File: src/rtl/alu_uart_pkg.sv
// Shared UART definitions for the ALU result link (tx now, rx later).
// Optional parity feature macro: ALU_TX_PARITY_EN.
package alu_uart_pkg;

  typedef enum logic [2:0] {
    IDLE,
    START,
    DATA,
    PARITY,
    STOP
  } tx_state_e;

  localparam logic UART_IDLE_LVL = 1'b1;
  localparam logic START_BIT     = 1'b0;
  localparam logic STOP_BIT      = 1'b1;

  localparam int DEF_CLKS_PER_BIT = 5208;

endpackage

File: src/rtl/alu_result_uart_tx_if.sv
// Request/status bundle between the ALU side and the UART transmitter.
// The serial line o_tx rides along so the whole link is one port.
interface alu_result_uart_tx_if #(
  parameter int NB_RES = 9
);

  logic              i_start;
  logic [NB_RES-1:0] i_res;
  logic              o_tx;
  logic              o_busy;
  logic              o_done;

  modport master (
    output i_start,
    output i_res,
    input  o_tx,
    input  o_busy,
    input  o_done
  );

  modport slave (
    input  i_start,
    input  i_res,
    output o_tx,
    output o_busy,
    output o_done
  );

endinterface

File: src/rtl/uart_baud_tick.sv
// Bit-period counter: one-cycle tick every CLKS_PER_BIT cycles.
// A sync clear holds the count at zero so a frame starts bit-aligned.
module uart_baud_tick
  import alu_uart_pkg::*;
#(
  parameter int CLKS_PER_BIT = DEF_CLKS_PER_BIT
) (
  input  logic i_clk,
  input  logic i_reset,
  input  logic i_clr,
  output logic o_tick
);

  localparam int CW = $clog2(CLKS_PER_BIT);
  localparam logic [CW-1:0] LAST = CW'(CLKS_PER_BIT - 1);

  logic [CW-1:0] cnt_q;
  logic [CW-1:0] cnt_d;
  logic          term;

  assign term   = (cnt_q == LAST);
  assign o_tick = term && !i_clr;

  // Next count: wrap on terminal count, hold zero while cleared.
  always_comb begin
    cnt_d = cnt_q + CW'(1);
    if (i_clr || term) begin
      cnt_d = '0;
    end
  end

  // Count register.
  always_ff @(posedge i_clk) begin
    if (i_reset) begin
      cnt_q <= '0;
    end else begin
      cnt_q <= cnt_d;
    end
  end

endmodule

File: src/rtl/alu_result_uart_tx.sv
// Sends an ALU result as two UART frames: low byte then high byte.
// Define ALU_TX_PARITY_EN to append an even-parity bit to each frame.
module alu_result_uart_tx
  import alu_uart_pkg::*;
#(
  parameter int NB_RES       = 9,
  parameter int NB_FRAME     = 8,
  parameter int CLKS_PER_BIT = DEF_CLKS_PER_BIT
) (
  input logic                 i_clk,
  input logic                 i_reset,
  alu_result_uart_tx_if.slave bus
);

  localparam int BW = $clog2(NB_FRAME);
  localparam logic [BW-1:0] BIT_LAST = BW'(NB_FRAME - 1);

  tx_state_e         state_q;
  logic [NB_RES-1:0] sh_q;
  logic [BW-1:0]     bit_q;
  logic              byte_q;
  logic              par_q;
  logic              tx_q;
  logic              busy_q;
  logic              done_q;
  logic              tick;

  uart_baud_tick #(
    .CLKS_PER_BIT(CLKS_PER_BIT)
  ) u_baud (
    .i_clk  (i_clk),
    .i_reset(i_reset),
    .i_clr  (state_q == IDLE),
    .o_tick (tick)
  );

  assign bus.o_tx   = tx_q;
  assign bus.o_busy = busy_q;
  assign bus.o_done = done_q;

  // Frame sequencer; the shift register walks right so the high
  // part lands in the low bits ready for the second frame.
  always_ff @(posedge i_clk) begin
    if (i_reset) begin
      state_q <= IDLE;
      sh_q    <= '0;
      bit_q   <= '0;
      byte_q  <= 1'b0;
      par_q   <= 1'b0;
      tx_q    <= UART_IDLE_LVL;
      busy_q  <= 1'b0;
      done_q  <= 1'b0;
    end else begin
      done_q <= 1'b0;
      unique case (state_q)
        IDLE: begin
          if (bus.i_start) begin
            sh_q    <= bus.i_res;
            byte_q  <= 1'b0;
            bit_q   <= '0;
            par_q   <= 1'b0;
            tx_q    <= START_BIT;
            busy_q  <= 1'b1;
            state_q <= START;
          end
        end
        START: begin
          if (tick) begin
            tx_q    <= sh_q[0];
            bit_q   <= '0;
            state_q <= DATA;
          end
        end
        DATA: begin
          if (tick) begin
            sh_q  <= sh_q >> 1;
            par_q <= par_q ^ sh_q[0];
            bit_q <= bit_q + BW'(1);
            if (bit_q == BIT_LAST) begin
`ifdef ALU_TX_PARITY_EN
              tx_q    <= par_q ^ sh_q[0];
              state_q <= PARITY;
`else
              tx_q    <= STOP_BIT;
              state_q <= STOP;
`endif
            end else begin
              tx_q <= sh_q[1];
            end
          end
        end
`ifdef ALU_TX_PARITY_EN
        PARITY: begin
          if (tick) begin
            tx_q    <= STOP_BIT;
            state_q <= STOP;
          end
        end
`endif
        STOP: begin
          if (tick) begin
            if (!byte_q) begin
              byte_q  <= 1'b1;
              par_q   <= 1'b0;
              tx_q    <= START_BIT;
              state_q <= START;
            end else begin
              tx_q    <= UART_IDLE_LVL;
              busy_q  <= 1'b0;
              done_q  <= 1'b1;
              state_q <= IDLE;
            end
          end
        end
        default: begin
          tx_q    <= UART_IDLE_LVL;
          busy_q  <= 1'b0;
          state_q <= IDLE;
        end
      endcase
    end
  end

endmodule

File: src/flat_wrapper.sv
// flat-port wrapper written by rule: the top's interface ports become plain ports
module alu_result_uart_tx_flat import alu_uart_pkg::*;
#(
  parameter int NB_RES       = 9,
  parameter int NB_FRAME     = 8,
  parameter int CLKS_PER_BIT = DEF_CLKS_PER_BIT
)
  (i_clk, i_reset, bus_i_start, bus_i_res, bus_o_tx, bus_o_busy, bus_o_done);
  alu_result_uart_tx_if #(.NB_RES(NB_RES)) bus_i ();
  input logic i_clk;
  input logic i_reset;
  input wire logic [$bits(bus_i.i_start)-1:0] bus_i_start;
  input wire logic [$bits(bus_i.i_res)-1:0] bus_i_res;
  output wire logic [$bits(bus_i.o_tx)-1:0] bus_o_tx;
  output wire logic [$bits(bus_i.o_busy)-1:0] bus_o_busy;
  output wire logic [$bits(bus_i.o_done)-1:0] bus_o_done;
  assign bus_i.i_start = bus_i_start;
  assign bus_i.i_res = bus_i_res;
  assign bus_o_tx = bus_i.o_tx;
  assign bus_o_busy = bus_i.o_busy;
  assign bus_o_done = bus_i.o_done;
  alu_result_uart_tx #(.NB_RES(NB_RES), .NB_FRAME(NB_FRAME), .CLKS_PER_BIT(CLKS_PER_BIT)) u_core (.i_clk(i_clk), .i_reset(i_reset), .bus(bus_i));
endmodule
File: config.mk
export PLATFORM = sky130hd
export DESIGN_NAME = alu_result_uart_tx_flat
export DESIGN_NICKNAME = d
export VERILOG_FILES = /design/src/rtl/alu_uart_pkg.sv /design/src/rtl/alu_result_uart_tx_if.sv /design/src/rtl/uart_baud_tick.sv /design/src/rtl/alu_result_uart_tx.sv /design/src/flat_wrapper.sv
export SDC_FILE = /design/constraint.sdc
export NUM_CORES = 1
export LEC_CHECK = 0
export CORE_MARGIN = 3
export CORE_UTILIZATION = 30
export CTS_BUF_LIST = sky130_fd_sc_hd__clkbuf_8 sky130_fd_sc_hd__clkbuf_16
export DETAILED_ROUTE_END_ITERATION = 6
export PLACE_DENSITY = 0.59
export SLEW_MARGIN = 20
export SYNTH_ARGS = -nofsm -noshare
export SYNTH_HDL_FRONTEND = slang
export SYNTH_SLANG_ARGS = --single-unit
export TNS_END_PERCENT = 5
File: constraint.sdc
create_clock -name i_clk -period 1.8 [get_ports i_clk]
set_input_delay 0.36 -clock i_clk [delete_from_list [all_inputs] [get_ports i_clk]]
set_output_delay 0.36 -clock i_clk [all_outputs]
set_load 0.03 [all_outputs]
# Yosys cells after proc, flatten, opt, wreduce, memory -nomap -nowiden
# Index checks and enable logic that the tools add are counted.
# word_totals
word_cells,67
ff_bits,32
inputBits,12
output_inout_bits,3
# op_classes
addsub,2
bitwise,3
n_eq_ne,11
n_mux,27
n_reduce_logical,16
# ops
operator,n
$mux 3,8
$mux 9,2
$pmux 9 s2,1
$add 13x1->13 const B,1
$eq 13x13->1 const B,1
$pmux 3 s4,1
$reduce_and 4->1,3
$mux 1,11
$ne 2x1->1 const B,5
$pmux 3 s3,1
$eq 3x3->1 const B,2
$reduce_and 3->1,2
$reduce_and 5->1,1
$pmux 1 s4,1
$reduce_bool 2->1,2
$reduce_or 2->1,2
$add 3x1->3 const B,1
$eq 3x1->1 const B,1
$eq 3x2->1 const B,1
$logic_not 3->1,1
$not 1->1,3
$pmux 1 s3,1
$reduce_bool 3->1,1
$reduce_or 3->1,1
other kinds (5),5

# Longest topological paths before layout
# Gate-level depths: netlist of run 1.
# logic_depth
word_depth,5
mapped_depth,7
depth_no_buf,6

# Hierarchy
# A second synthesis of run 1 with hierarchy kept.
# hier_totals
hier_cells,188
area_unflattened_um2,1589.0
# modules_own_cells
mod,cells_each,seq_area_each_um2,area_per_inst_um2,instances
alu_result_uart_tx,123,380.4,989.7,1
uart_baud_tick,65,260.2,599.3,1

# Worst setup path after synthesis of run 1
# OpenSTA, ideal clock, no wires.
# synth_timing
kind,register -> register
start,register u_core.u_baud.cnt_q[0]
end,register u_core.u_baud.cnt_q[10]
setup_time_ps,64
path_buffers,2
stages_incl_launch_ff,8
path_slack_ps,97
synth_period_minus_slack_ps,1703
t_arrival_ps,1639
t_required_ps,1736
cell_sequence,dfxtp_1 > ha_1 > and4_2 > and3_1 > buf_2 > or3_1 > buf_2 > nor2_1
# synth_via
elab_chain_cells,3
# synth_rtl
element,line_no,text
start: declaration,uart_baud_tick.sv:17,logic [CW-1:0] cnt_q;
start signal: assignment,uart_baud_tick.sv:37,cnt_q <= cnt_d;
branches (longest 3 deep; another with $add 13x1->13),-,
# Parallel ways; which one is timed is not known.
# A chain may end at the register's enable or synchronous reset.

# Worst setup path in the final report of run 1
# layout_timing
start,"register u_core.busy_q, in the netlist u_core.bus.o_busy"
end,output port bus_o_busy
# layout_rtl
element,line_no,text
start: declaration,alu_result_uart_tx.sv:24,logic busy_q;
start signal: assignment,alu_result_uart_tx.sv:51,busy_q <= 1'b0;
start signal: assignment,alu_result_uart_tx.sv:63,busy_q <= 1'b1;
start signal: assignment,alu_result_uart_tx.sv:109,busy_q <= 1'b0;
end: declaration,flat_wrapper.sv:15,output wire logic [$bits(bus_i.o_busy)-1:0] bus_o_busy;
# No word-level cell between the ends.

==> results.sh, run 1 <==
export IMPL_status="complete, no violations"
export IMPL_cts_buffer_depth=2
export IMPL_clockRootBuffer="clkbuf_8"
export IMPL_endpoint_kind="primary output"
export IMPL_powerDensity_nw_per_um2=727
export IMPL_layout_commonest_cell="dfxtp_1"
export IMPL_critical_path_startpoint_type="flip-flop"
export IMPL_setup_viol=0
export IMPL_synthArstFlopShare_pct=0
export IMPL_seq_area_frac_synth_pct=38.3
export IMPL_max_stage_delay_ps=680
export IMPL_rsz0062_at_grt="false"
export IMPL_wl_per_cell_um=11.7
export IMPL_crit_family="buffers and inverters"
export IMPL_path_clk_slew_ps=70
export IMPL_drt_initial_drc_count=57
export IMPL_cpMaxStageDelayCell="clkdlybuf4s50_1"
export IMPL_place_congestion=0.780
export IMPL_final_antenna_net_count=0
export IMPL_final_core_util_pct=38.9
export IMPL_synth_nets=202
export IMPL_fin_crit_sh_pct=92.8
export IMPL_die_w_um=80.6
export IMPL_wirelength_um=3290
export IMPL_cp_depth=1
export IMPL_p_clk_share_pct=37.1
export IMPL_viasPerCell=4.78
export IMPL_fin_crit_ps=1670
export IMPL_synthCells=187
export IMPL_diodes=0
export IMPL_syn_area_um2=1670
export IMPL_port_buffer_count=14
export IMPL_clkLatencyLatePin_ps=290
export IMPL_power_frac_seq_pct=51.2
export IMPL_synth_warnings=0
export IMPL_drive_gt1_share_pct=17.1
export IMPL_placed_cells=272
export IMPL_firstDrtPassIters=3
export IMPL_cts_tree="done"
export IMPL_htree_levels=2
export IMPL_reg2regPathDepth=6
export IMPL_ys_types=41
export IMPL_crit_arrival_ps=1310
export IMPL_swShare_pct=26.0
export IMPL_path_cells="clkdlybuf4s50_1"
export IMPL_synth_seq_cells=32
export IMPL_hp_class="reg -> reg"
export IMPL_initial_core_util_pct=31.9
export IMPL_place_ws_ps=-1.42
export IMPL_cp_data_required_time_ps=1440
export IMPL_grt_pass1_wl_um=5830
export IMPL_p_int_mw=1.10
export IMPL_synth_edf_count=0
export IMPL_die_h_um=80.6
export IMPL_worst_slack_ps=130
export IMPL_cts_sinks=32
export IMPL_die_area_um2=6500
export IMPL_num_vias=1342
export IMPL_syn_to_final_growth_pct=22.0
export IMPL_fmax_mhz=599
export IMPL_comb_power_share_pct=11.7
export IMPL_switching_power_mw=0.386
export IMPL_tightest_slew_ps=543
export IMPL_drc=0
export IMPL_grt_start_max_net_pins=20
export IMPL_antenna_found_initial=0
export IMPL_path_class="reg -> out"
export IMPL_holdPathStages=1
export IMPL_ir_worst_vdd_mv=0.350
export IMPL_total_power_mw=1.48
export IMPL_coreArea_um2=5240
export IMPL_grtUsageTotal_pct=11.3
export IMPL_path_buf_inv=1
export IMPL_final_net_count=225
export IMPL_avgSynthCellArea_um2=8.94
export IMPL_num_io_pins=15
export IMPL_slew_headroom_pct=63.7
export IMPL_crit_fanout=3
export IMPL_skew_ps=5.95
export IMPL_max_cap_viol_count=0
export IMPL_cts_inserted_buffers=5
export IMPL_grt_pass1_vias=1256
export IMPL_synth_ff_type="dfxtp_1"
export IMPL_leakagePower_nw=0.791
export IMPL_finalHoldViolations=0
export IMPL_instances_no_fill=281
export IMPL_num_rows=26
export IMPL_overflow=0
export IMPL_report_final_slew_viol_count=0
export IMPL_hpwl_um=2380
export IMPL_final_cell_mix="dfxtp_1 (32), nand2_1 (23), nor2_1 (17), buf_4 (15), clkdlybuf4s50_1 (14)"
## routing by layer
metal | GRT usage, % | part of all wire (%) | vias to the layer above
met1 | 15.6 | 54 | 618
met2 | 17.1 | 43 | 13
met3 | 3.36 | 2.8 | 4
met5 | 0 | 0 | -
met4 | 3.04 | 0.97 | 0
li1 | - | - | 707
## layout make-up
| type | instances | area [um^2] |
|---|---|---|
| clock buffers | 5 | 68.8 |
| clock inverters | 3 | 18.8 |
| fillers | 533 | 3200 |
| inverters | 4 | 15.0 |
| multi-input cells | 137 | 936 |
| flip-flops and latches | 32 | 641 |
| well taps | 70 | 87.6 |
| repair buffers | 30 | 273 |
## power groups by stage
stage / Combinational, mW / Clock, mW / Sequential [mW]
6_report: 0.173 / 0.550 / 0.759
5_1_grt: 0.191 / 0.614 / 0.762
4_1_cts: 0.175 / 0.572 / 0.758
3_5_place_dp: 0.175 / 0 / 0.774
3_3_place_gp: 0.172 / 0 / 0.774
2_1_floorplan: 0.108 / 0 / 0.771
## logic make-up (layout without fill, tap and decap cells)
family | count (synthesis) | after routing | share of synthesized area (%)
buffers and inverters | 18 | 42 | 5.76
AO/OA/AOI/OAI | 21 | 21 | 9.51
XOR/XNOR | 11 | 11 | 5.76
multiplexers | 17 | 17 | 10.9
AND/OR/NAND/NOR | 85 | 85 | 27.5
adder cells (fa/ha/maj) | 3 | 3 | 2.25
flip-flops | 32 | 32 | 38.3
## flip-flops by register name, summed over array words and instances, names as in the netlist
signal and flops:
u_core.u_baud.cnt_q 13, u_core.sh_q 9, u_core.bit_q 3, u_core.state_q 3, u_core.bus.o_busy 1, u_core.bus.o_done 1
u_core.bus.o_tx 1, u_core.byte_q 1
## stage by stage
step / hold slack, ps / cell area (um^2) / setup TNS, ps
after floorplan: 413 / 1670 / 0
after global placement: 428 / 1940 / 0
after detailed placement: 432 / 1940 / -1.42
after CTS: 442 / 2030 / 0
after global routing: 471 / 2040 / 0
final: 440 / 2040 / 0
## repair_timing
item	CTS	global route
gates resized for setup	0	1
endpoints found under the setup margin	0	15
buffers inserted	0	1
endpoints found under the hold margin	0	0
hold buffers	0	0
## synthesized netlist by cell type, types with 3 or more instances
master,instances,share of area (%)
mux2i_1,8,4.8
nor3_1,6,1.8
buf_2,3,0.90
nand3_1,11,3.3
inv_1,4,0.90
mux2_2,8,5.4
nand4_1,7,2.6
and3_1,3,1.1
clkbuf_1,8,1.8
nor2b_1,4,1.5
dfxtp_1,32,38
xor2_1,9,4.7
ha_1,3,2.2
a211oi_1,4,1.8
o21a_1,3,1.3
a211o_1,3,1.6
nand2_1,23,5.2
nor2_1,17,3.8
## path summary, 6_finish.rpt
kind                                     start                                end  slack, ps
max             u_core.bus.o_busy$_SDFFE_PP0P_                         bus_o_busy        130
min          u_core.u_baud.cnt_q[0]$_SDFF_PP0_  u_core.u_baud.cnt_q[0]$_SDFF_PP0_        440
max reg2reg  u_core.u_baud.cnt_q[0]$_SDFF_PP0_  u_core.u_baud.cnt_q[4]$_SDFF_PP0_        130
min reg2reg  u_core.u_baud.cnt_q[0]$_SDFF_PP0_  u_core.u_baud.cnt_q[0]$_SDFF_PP0_        440
No activity file was read; power rests on OpenSTA's default activity.
==> run 2: changes to the inputs <==
--- a/config.mk
+++ b/config.mk
@@ -6,10 +6,10 @@
 export NUM_CORES = 1
 export LEC_CHECK = 0
 export CORE_MARGIN = 3
-export CORE_UTILIZATION = 30
+export CORE_UTILIZATION = 55
 export CTS_BUF_LIST = sky130_fd_sc_hd__clkbuf_8 sky130_fd_sc_hd__clkbuf_16
 export DETAILED_ROUTE_END_ITERATION = 6
-export PLACE_DENSITY = 0.59
+export PLACE_DENSITY = 0.89
 export SLEW_MARGIN = 20
 export SYNTH_ARGS = -nofsm -noshare
 export SYNTH_HDL_FRONTEND = slang
==> results.sh, run 2 (synthesis gave the netlist of run 1 again) <==
export IMPL_filler_cell_count=208
export IMPL_startpoint="u_core.bus.o_busy$_SDFFE_PP0P_"
export IMPL_crit_fanout=3
export IMPL_cts_inserted_buffers=5
export IMPL_setup_viol=0
export IMPL_wirelength_um=3850
export IMPL_layout_commonest_cell="dfxtp_1"
export IMPL_drive_gt1_share_pct=17.8
export IMPL_total_power_mw=1.71
export IMPL_num_vias=1483
export IMPL_powerDensity_nw_per_um2=847
export IMPL_max_stage_delay_ps=690
export IMPL_hp_class="reg -> reg"
export IMPL_diodes=0
export IMPL_final_cell_mix="dfxtp_1 (31), nand2_1 (23), nor2_1 (17), clkdlybuf4s50_1 (14), buf_4 (12)"
export IMPL_status="complete, no violations"
export IMPL_crit_family="buffers and inverters"
export IMPL_multi_input_area_um2=950
export IMPL_clockRootBuffer="clkbuf_8"
export IMPL_fmax_mhz=580
export IMPL_drc=0
export IMPL_syn_to_final_growth_pct=21.0
export IMPL_path_clk_slew_ps=70
export IMPL_num_io_pins=15
export IMPL_grt_start_max_net_pins=19
export IMPL_finalHoldViolations=0
export IMPL_cts_tree="done"
export IMPL_final_antenna_net_count=0
export IMPL_report_final_slew_viol_count=0
export IMPL_grtUsageTotal_pct=22.9
export IMPL_min_from="u_core.sh_q[2]$_SDFFE_PP0P_"
export IMPL_die_w_um=61.1
export IMPL_fin_crit_sh_pct=95.7
export IMPL_rsz0062_at_grt="false"
export IMPL_drt_initial_drc_count=149
export IMPL_grt_pass1_wl_um=6240
export IMPL_regMostFlops="u_core.u_baud.cnt_q"
export IMPL_stdcell_area_um2=2020
export IMPL_place_congestion=0.895
export IMPL_slew_headroom_pct=74.8
export IMPL_reg2reg_from="u_core.u_baud.cnt_q[0]$_SDFF_PP0_"
export IMPL_die_area_um2=3740
export IMPL_placed_cells=230
export IMPL_grt_pass1_vias=1409
export IMPL_ir_worst_vdd_mv=0.691
export IMPL_initial_core_util_pct=59.1
export IMPL_crit_arrival_ps=1360
export IMPL_firstDrtPassIters=4
export IMPL_cts_buffer_depth=2
export IMPL_viasPerCell=6.21
export IMPL_overflow=0
export IMPL_final_net_count=222
export IMPL_regArea_um2=642
export IMPL_skew_ps=11.9
export IMPL_tightest_slew_ps=368
export IMPL_ctsHoldBuffers=0
export IMPL_hpwl_um=2610
export IMPL_cpMaxStageDelayCell="clkdlybuf4s50_1"
export IMPL_largest_reg_flops=13
export IMPL_max_cap_viol_count=0
export IMPL_top_regs="u_core.u_baud.cnt_q x13, u_core.sh_q x9"
export IMPL_fin_crit_ps=1720
export IMPL_htree_levels=2
export IMPL_leakagePower_nw=0.789
export IMPL_instances_no_fill=239
export IMPL_num_rows=19
export IMPL_final_core_util_pct=71.5
export IMPL_critical_path_startpoint_type="flip-flop"
export IMPL_path_buf_inv=1
export IMPL_path_class="reg -> out"
export IMPL_path_cells="clkdlybuf4s50_1"
export IMPL_cts_sinks=32
export IMPL_port_buffer_count=14
export IMPL_antenna_found_initial=0
export IMPL_coreArea_um2=2830
export IMPL_die_h_um=61.1
export IMPL_endpoint_kind="primary output"
export IMPL_clkLatencyLatePin_ps=300
export IMPL_wl_per_cell_um=16.1
export IMPL_cp_data_required_time_ps=1440
export IMPL_place_area_um2=1870
-- run 2: per-layer routing --
metal,global-route usage [%],vias to the layer above,share of wire (%)
li1,-,699,-
met4,13.9,0,4.1
met5,0,-,0
met3,5.24,16,4.4
met1,26.1,717,40
met2,38.5,51,51
-- run 2: area by class of cell --
| class | instances | area share (%) |
|---|---|---|
| Timing Repair Buffer | 27 | 12.4 |
| Inverter | 4 | 0.743 |
| Multi-Input combinational cell | 137 | 47.0 |
| Clock inverter | 1 | 1.49 |
| Clock buffer | 7 | 4.76 |
| Sequential cell | 32 | 31.7 |
| Tap cell | 31 | 1.92 |
-- run 2: per-stage QoR --
stage | setup slack, ps | hold WS [ps] | TNS (ps)
2_1_floorplan | 96.6 | 413 | 0
3_3_place_gp | 33.6 | 424 | 0
3_5_place_dp | -31.1 | 451 | -93.6
4_1_cts | 23.4 | 456 | 0
5_1_grt | 17.3 | 488 | 0
6_report | 77.1 | 462 | 0
-- run 2: power breakdown --
group	leakage, nW	switching [mW]	internal (mW)
clock	0.0645	0.280	0.488
combinational	0.464	0.0864	0.0978
sequential	0.261	0.0252	0.735
total	0.789	0.391	1.32
-- run 2: timing repair --
action	CTS	global route
setup buffers	0	1
resized for setup	1	4
endpoints found under the setup margin	8	10
cloned	0	0
pin swaps	0	1
-- run 2: path summary, 6_finish.rpt --
path	endpoint	slack (ps)	cells past startpoint
min	u_core.sh_q[2]$_SDFFE_PP0P_	460	2
min reg2reg	u_core.sh_q[2]$_SDFFE_PP0P_	460	2
max reg2reg	u_core.sh_q[6]$_SDFFE_PP0P_	80	6
max	bus_o_busy	80	1
